$ cat config.mk
export PLATFORM = sky130hd
export DESIGN_NAME = l2_line_store
export DESIGN_NICKNAME = d
export VERILOG_FILES = /design/src/rtl/l2_line_store.sv
export SDC_FILE = /design/constraint.sdc
export NUM_CORES = 2
export LEC_CHECK = 0
export BUFFER_PORTS_ARGS = -buffer_cell sky130_fd_sc_hd__buf_2
export CORE_AREA = 2 2 537 539
export DETAILED_ROUTE_END_ITERATION = 8
export DIE_AREA = 0 0 539 541
export MAX_ROUTING_LAYER = met4
export SYNTH_ARGS = -nofsm -noshare
export SYNTH_HDL_FRONTEND = slang
export SYNTH_SLANG_ARGS = --single-unit
$ cat constraint.sdc
create_clock -name clk -period 3 [get_ports clk]
set_input_delay 0.15 -clock clk [delete_from_list [all_inputs] [get_ports clk]]
set_output_delay 0.15 -clock clk [all_outputs]
set_load 0.02 [all_outputs]
$ cat src/rtl/l2_line_store.sv
`default_nettype none
// ============================================================================
// Module      : l2_line_store
// Description : One L2 way's storage: metadata array, byte-enabled line array
//               and memory-return line buffer, all with registered reads.
// Revision    : 1.0 - initial release
// ============================================================================
module l2_line_store #(
    parameter int S_OFFSET   = 5,
    parameter int S_INDEX    = 3,
    parameter int META_WIDTH = 1
) (
    input  logic                          clk,
    input  logic                          rst,
    // metadata array
    input  logic                          meta_read,
    input  logic                          meta_load,
    input  logic [S_INDEX-1:0]            meta_rindex,
    input  logic [S_INDEX-1:0]            meta_windex,
    input  logic [META_WIDTH-1:0]         meta_datain,
    output logic [META_WIDTH-1:0]         meta_dataout,
    // line data array
    input  logic                          data_read,
    input  logic [(2**S_OFFSET)-1:0]      data_write_en,
    input  logic [S_INDEX-1:0]            data_rindex,
    input  logic [S_INDEX-1:0]            data_windex,
    input  logic [(8*(2**S_OFFSET))-1:0]  data_datain,
    output logic [(8*(2**S_OFFSET))-1:0]  data_dataout,
    // memory read buffer
    input  logic                          buf_load,
    input  logic [(8*(2**S_OFFSET))-1:0]  buf_in,
    output logic [(8*(2**S_OFFSET))-1:0]  buf_out
);

    localparam int c_mask     = 2**S_OFFSET;
    localparam int c_line     = 8*c_mask;
    localparam int c_num_sets = 2**S_INDEX;

    // ------------------------------------------------------------------
    // Metadata array with write-through forwarding on the read port
    // ------------------------------------------------------------------
    logic [META_WIDTH-1:0] r_meta_mem [c_num_sets];
    logic [META_WIDTH-1:0] r_meta_dataout;
    logic                  w_meta_fwd;

    assign w_meta_fwd = meta_load && (meta_rindex == meta_windex);

    always_ff @(posedge clk or negedge rst) begin
        if (!rst) begin
            for (int s = 0; s < c_num_sets; s++) begin
                r_meta_mem[s] <= '0;
            end
            r_meta_dataout <= '0;
        end else begin
            if (meta_load) begin
                r_meta_mem[meta_windex] <= meta_datain;
            end
            if (meta_read) begin
                r_meta_dataout <= w_meta_fwd ? meta_datain : r_meta_mem[meta_rindex];
            end
        end
    end

    assign meta_dataout = r_meta_dataout;

    // ------------------------------------------------------------------
    // Line array, stored as independent byte lanes so forwarding and
    // write masking are naturally per byte.
    // ------------------------------------------------------------------
    logic w_data_same_set;

    assign w_data_same_set = (data_rindex == data_windex);

    generate
        for (genvar i = 0; i < c_mask; i++) begin : g_byte
            logic [7:0] r_lane [c_num_sets];
            logic [7:0] r_lane_out;
            logic [7:0] w_lane_in;
            logic       w_lane_fwd;

            assign w_lane_in  = data_datain[8*i +: 8];
            assign w_lane_fwd = data_write_en[i] && w_data_same_set;

            always_ff @(posedge clk or negedge rst) begin
                if (!rst) begin
                    for (int s = 0; s < c_num_sets; s++) begin
                        r_lane[s] <= 8'h00;
                    end
                    r_lane_out <= 8'h00;
                end else begin
                    if (data_write_en[i]) begin
                        r_lane[data_windex] <= w_lane_in;
                    end
                    if (data_read) begin
                        r_lane_out <= w_lane_fwd ? w_lane_in : r_lane[data_rindex];
                    end
                end
            end

            assign data_dataout[8*i +: 8] = r_lane_out;
        end
    endgenerate

    // ------------------------------------------------------------------
    // Memory read buffer
    // ------------------------------------------------------------------
    logic [c_line-1:0] r_buf;

    always_ff @(posedge clk or negedge rst) begin
        if (!rst) begin
            r_buf <= '0;
        end else if (buf_load) begin
            r_buf <= buf_in;
        end
    end

    assign buf_out = r_buf;

endmodule
`default_nettype wire

# Yosys cells after proc, flatten, opt, wreduce, memory -nomap -nowiden
# Index checks and enable logic that the tools add are counted.
totals:
  reg_bits: 2569
  in_bits: 563
  out_inout_bits: 513
op_classes:
  order_cmp: 6
  eq_ne: 2
  n_mux: 169
  bitwise_logic: 4
  n_reduce_logical: 35
op_table:
  columns: ["cell", "count"]
  rows:
  - ["$bwmux W64", 32]
  - ["$mux W8", 97]
  - ["$bmux W8 S3", 32]
  - ["$logic_and A1 B1 Y1", 35]
  - ["$demux W8 S3", 1]
  - ["$ge A4 B4 Y1 const B", 4]
  - ["$not A3 Y4", 4]
  - ["$bwmux W8", 1]
  - ["$lt A4 B1 Y1 const B", 2]
  - ["$eq A3 B3 Y1", 2]
  - ["$mux W1", 4]
  - ["$bmux W1 S3", 1]
  - ["$demux W1 S3", 1]

# Depth between registers and ports, before layout
depth:
  depth_word: 6
  depth_mapped: 7

# Least setup slack after synthesis
# Ideal clock, no wire load.
synth_timing:
  path_kind: "input -> register"
  from: "in data_rindex[0]"
  to: "reg g_byte[1].r_lane_out[0]"
  setup_ns: 0.135
  t_arrival_ns: 1.605
  slack_ns: 1.260
  cell_stages: 6
  path_cell_list: "buf_6 -> buf_2 -> buf_2 -> mux4_2 -> a211oi_1 -> o22ai_1"
synth_via:
  elab_chain_cells: 5
  elab_cells_between_ends: 7
  cone_classes: "eq/ne (1); mux (4); bitwise (1); reduce/logical (1)"
synth_lines:
  columns: ["item", "line_no", "text"]
  rows:
  - ["start: declaration", "25", "input logic [S_INDEX-1:0] data_rindex,"]
  - ["$not A3 Y4 (not written as such)", "95", "r_lane_out <= w_lane_fwd ? w_lane_in : r_lane[data_rindex];"]
  - ["$bmux W8 S3", "95", null]
  - ["$mux W8 (not written as such) (2 in series)", "95", null]
  - ["$mux W8 *", "95", null]
  - ["end signal: assignment", "95", null]
  - ["end: declaration", "77", "logic [7:0] r_lane_out;"]
# Mark *: on every way between the ends. The rest lies on a longest branch, timed or not. The select of a mux whose other input is x is not followed.
# A chain may end at the register's enable or synchronous reset.

# Final worst setup path
layout_timing:
  from: "in data_rindex[2]"
  to: "reg g_byte[24].r_lane_out[0]"
layout_via:
  elab_chain_cells: 5
  elab_cells_between_ends: 7
  cone_classes: "eq/ne (1); mux (4); bitwise (1); reduce/logical (1)"
layout_lines:
  columns: ["item", "line_no"]
  rows:
  - ["$not A3 Y4 (not written as such)", "95"]
  - ["$bmux W8 S3", "95"]
  - ["$mux W8 (not written as such) (2 in series)", "95"]
  - ["$mux W8 *", "95"]
  - ["end signal: assignment", "95"]
  - ["end: declaration", "77"]
# Marks and branches as above.

==> run metrics <==
status completed; R2R depth 5; DP Cell Count ~12,000; Slew Viols, Final 0; Worst setup SP type input port; Clock power frac between 30% and 40%; hold endpoint buf_out[127]$_DFFE_PN0P_; Core Region roughly 0.29 sq mm; Multi-input gate area ~0.046 sq mm; Reg2Reg Capture Point meta_dataout$_DFFE_PN0P_; endpoints failing hold 0; largest area contributor in the netlist dfrtp_1; worst vdd ir around 0.62 mV; CP max-delay cell xnor2_4; Comb power frac around 20%; post-synthesis sequential area ratio roughly 57%; NetSw between 0.02 and 0.03 W; cell count after synthesis 7,528; asr flop ratio synth 100%; delay-heaviest family, CP buffers and inverters; Hold Crit Start buf_load; drt drc 0; gr ovfl total 0; Wirelength per Cell approximately 26 um; Setup-failing EPs final 0; Power Dens Cells about 720 mW/mm^2; Setup Fix Bufs, Post-CTS 0; EDFF count, synth 0; total nets after synthesis between 8,000 and 9,000; final WL 348,000 um; vias ~73,000; Final min period 2.46 ns; Power, Total about 0.10 W; fin cells about 13,000; worst-path cell chain dlygate4sd3_1, buf_8, xnor2_4, buf_12, nand4_1, o21ai_0, o22ai_1; GPL Wtd Cong just over 0.9; Rel. slew slack between 30% and 40%; CP max FO 34; WS Path Type in2reg; syn avg cell area 15.1 sq um; nets between 9,000 and 10,000; Worst Hold Depth 3; row cnt ~200; clk sinks between 2,000 and 3,000; register bit total from synthesis ~2,600; Area contributors post-synth dfrtp_1 57%, mux2_2 23%, mux4_2 10%; Hold Path Class in2reg; final core occ ~49%; Mapped Area between 0.1 and 0.15 sq mm; Seq pwr share a little under half; RR Startpoint r_meta_mem[0]$_DFFE_PN0P_; vias in the first global route about 80,000; CTS clk-pin slew, worst paths roughly 0.06 ns; FILL cells ~25,000; P&R area growth vs syn 23.9%; die height 541 um; Int Power ~0.074 W; Largest stage delay, worst path 0.81 ns; CP Data Required Time around 3.8 ns; area of the die around 0.3 sq mm; CP endpoint kind flip-flop; RSZ-0062 raised after global routing false; Final period util 82.1%; Via density 5.45; Yosys cell types 30; worst slew pin tran around 1.0 ns; Total GRT Usage 24.3%; first-pass GRT wire length roughly 520,000 um; Sw Ratio between 20% and 30%; antenna violations before repair 85; top_reg_cell synth dfrtp_1; IO Port Bufs roughly 1,100; CP Launch Point data_rindex[2]; H-tree lvl count 5; Worst-Skew Late Latency 0.88 ns; Layout Skew between 0.04 and 0.05 ns; IO Pins around 1,100; CTS tree built; sequential cell area 0.0643 sq mm; largest net degree at the start of global routing about 130; Die W around 540 um; Max Cap Viol 0; Root Driver clkbuf_16; Max Root-Sink Buffers 4; Worst R2R Setup Slack 1.16 ns; Num CTS Buffers 291; fraction of layout cells with a size suffix above 1 between 40 and 50%; Pre-Repair DR Iteration Count 6; Arrival @ worst endpoint 3.21 ns; post-synth top area share 56.5%; LEAKAGE 60.3 nW; Initial DRC Count between 4,000 and 5,000; DP HPWL about 240,000 um; most frequent cell after synthesis dfrtp_1; synth warn 0; Routed Antenna Nets 0; CP bufs+invs 3; Initial Util 39.7%; Total Neg Setup Slack 0 ns; commonest cells in the netlist 2,569 x dfrtp_1, 2,313 x mux2_2, 513 x mux4_2; Max Fclk 406 MHz
[per-layer routing]
metal	vias up	GRT usage, %	wire (um)
li1	31600	-	-
met1	38700	28.8	136000
met2	2053	40.4	175000
met3	663	4.42	18900
met4	0	10.8	17300
met5	-	-	0
[worst max path at each step]
stage	endpoint	slack [ns]	depth (start not counted)
after floorplan	g_byte[1].r_lane_out[0]$_DFFE_PN0P_	1.26	6
after global placement	g_byte[24].r_lane_out[6]$_DFFE_PN0P_	0.36	6
after detailed placement	g_byte[24].r_lane_out[2]$_DFFE_PN0P_	0.29	6
after CTS	g_byte[24].r_lane_out[2]$_DFFE_PN0P_	0.71	7
after global routing	g_byte[24].r_lane_out[6]$_DFFE_PN0P_	0.46	7
final	g_byte[24].r_lane_out[0]$_DFFE_PN0P_	0.54	7
[metrics by stage]
stage          area [sq um]  worst slack [ns]  hold WS, ns
2_1_floorplan        114000              1.26       -0.146
4_1_cts              141000             0.710    0.0000618
3_5_place_dp         124000             0.295        0.229
5_1_grt              141000             0.463       0.0202
6_report             141000             0.536       0.0562
3_3_place_gp         124000             0.358        0.225
[area by class of cell]
cell class	count	share of cell area, %
antenna	74	0.131
timing repair buffer	1997	10.7
clock buffer	441	6.10
inverter	257	0.684
tap	3781	3.36
clock inverter	74	0.671
sequential	2569	45.6
multi-input combinational	4205	32.7
[power by group through the flow]
stage	registers, W	clock network, W	logic [W]
3_5_place_dp	0.0463	0	0.0189
6_report	0.0458	0.0356	0.0197
5_1_grt	0.0466	0.0380	0.0212
3_3_place_gp	0.0458	0	0.0183
2_1_floorplan	0.0462	0	0.0117
4_1_cts	0.0457	0.0365	0.0199
[flip-flops by register name, summed over array words and instances, names as in the netlist]
register and cells:
g_byte.r_lane 2048, buf_out 256, g_byte.r_lane_out 256, r_meta_mem 8, meta_dataout 1
[placed cells by master (no fill, tap or decap), types with 5 or more instances in the layout]
cell type      instances
dfrtp_1             2569
mux2_2              2313
buf_2               1069
dlygate4sd3_1        736
mux4_2               513
clkbuf_16            296
inv_1                257
o21ai_0              257
o22ai_1              257
nor2b_1              256
a211oi_1             256
nand2_1              134
and2_1               128
buf_4                112
clkbuf_1              80
diode_2               74
buf_12                74
clkbuf_8              65
clkinv_2              38
nand4_1               34
and4_1                32
bufinv_16             10
clkinv_8               9
clkinv_16              6
inv_6                  5
buf_8                  5
[tightest hold or removal path: cells and delay by family]
family	cells	cell delay, ns
buf+inv	2	0.48
mux	1	0.25
[cell families after synthesis]
| family | synth area share (%) |
|---|---|
| flip-flops | 56.5 |
| AO/OA/AOI/OAI | 4.24 |
| AND/OR/NAND/NOR | 3.08 |
| buffers and inverters | 3.05 |
| XOR/XNOR | 0.0660 |
| multiplexers | 33.1 |
[repair_timing]
| action | 4_1_cts | 5_1_grt |
|---|---|---|
| endpoints found under the hold margin | 4209 | 0 |
| hold buffers | 737 | 0 |
| resized for setup | 0 | 0 |
Note: power is estimated with default switching activity, not from simulation.
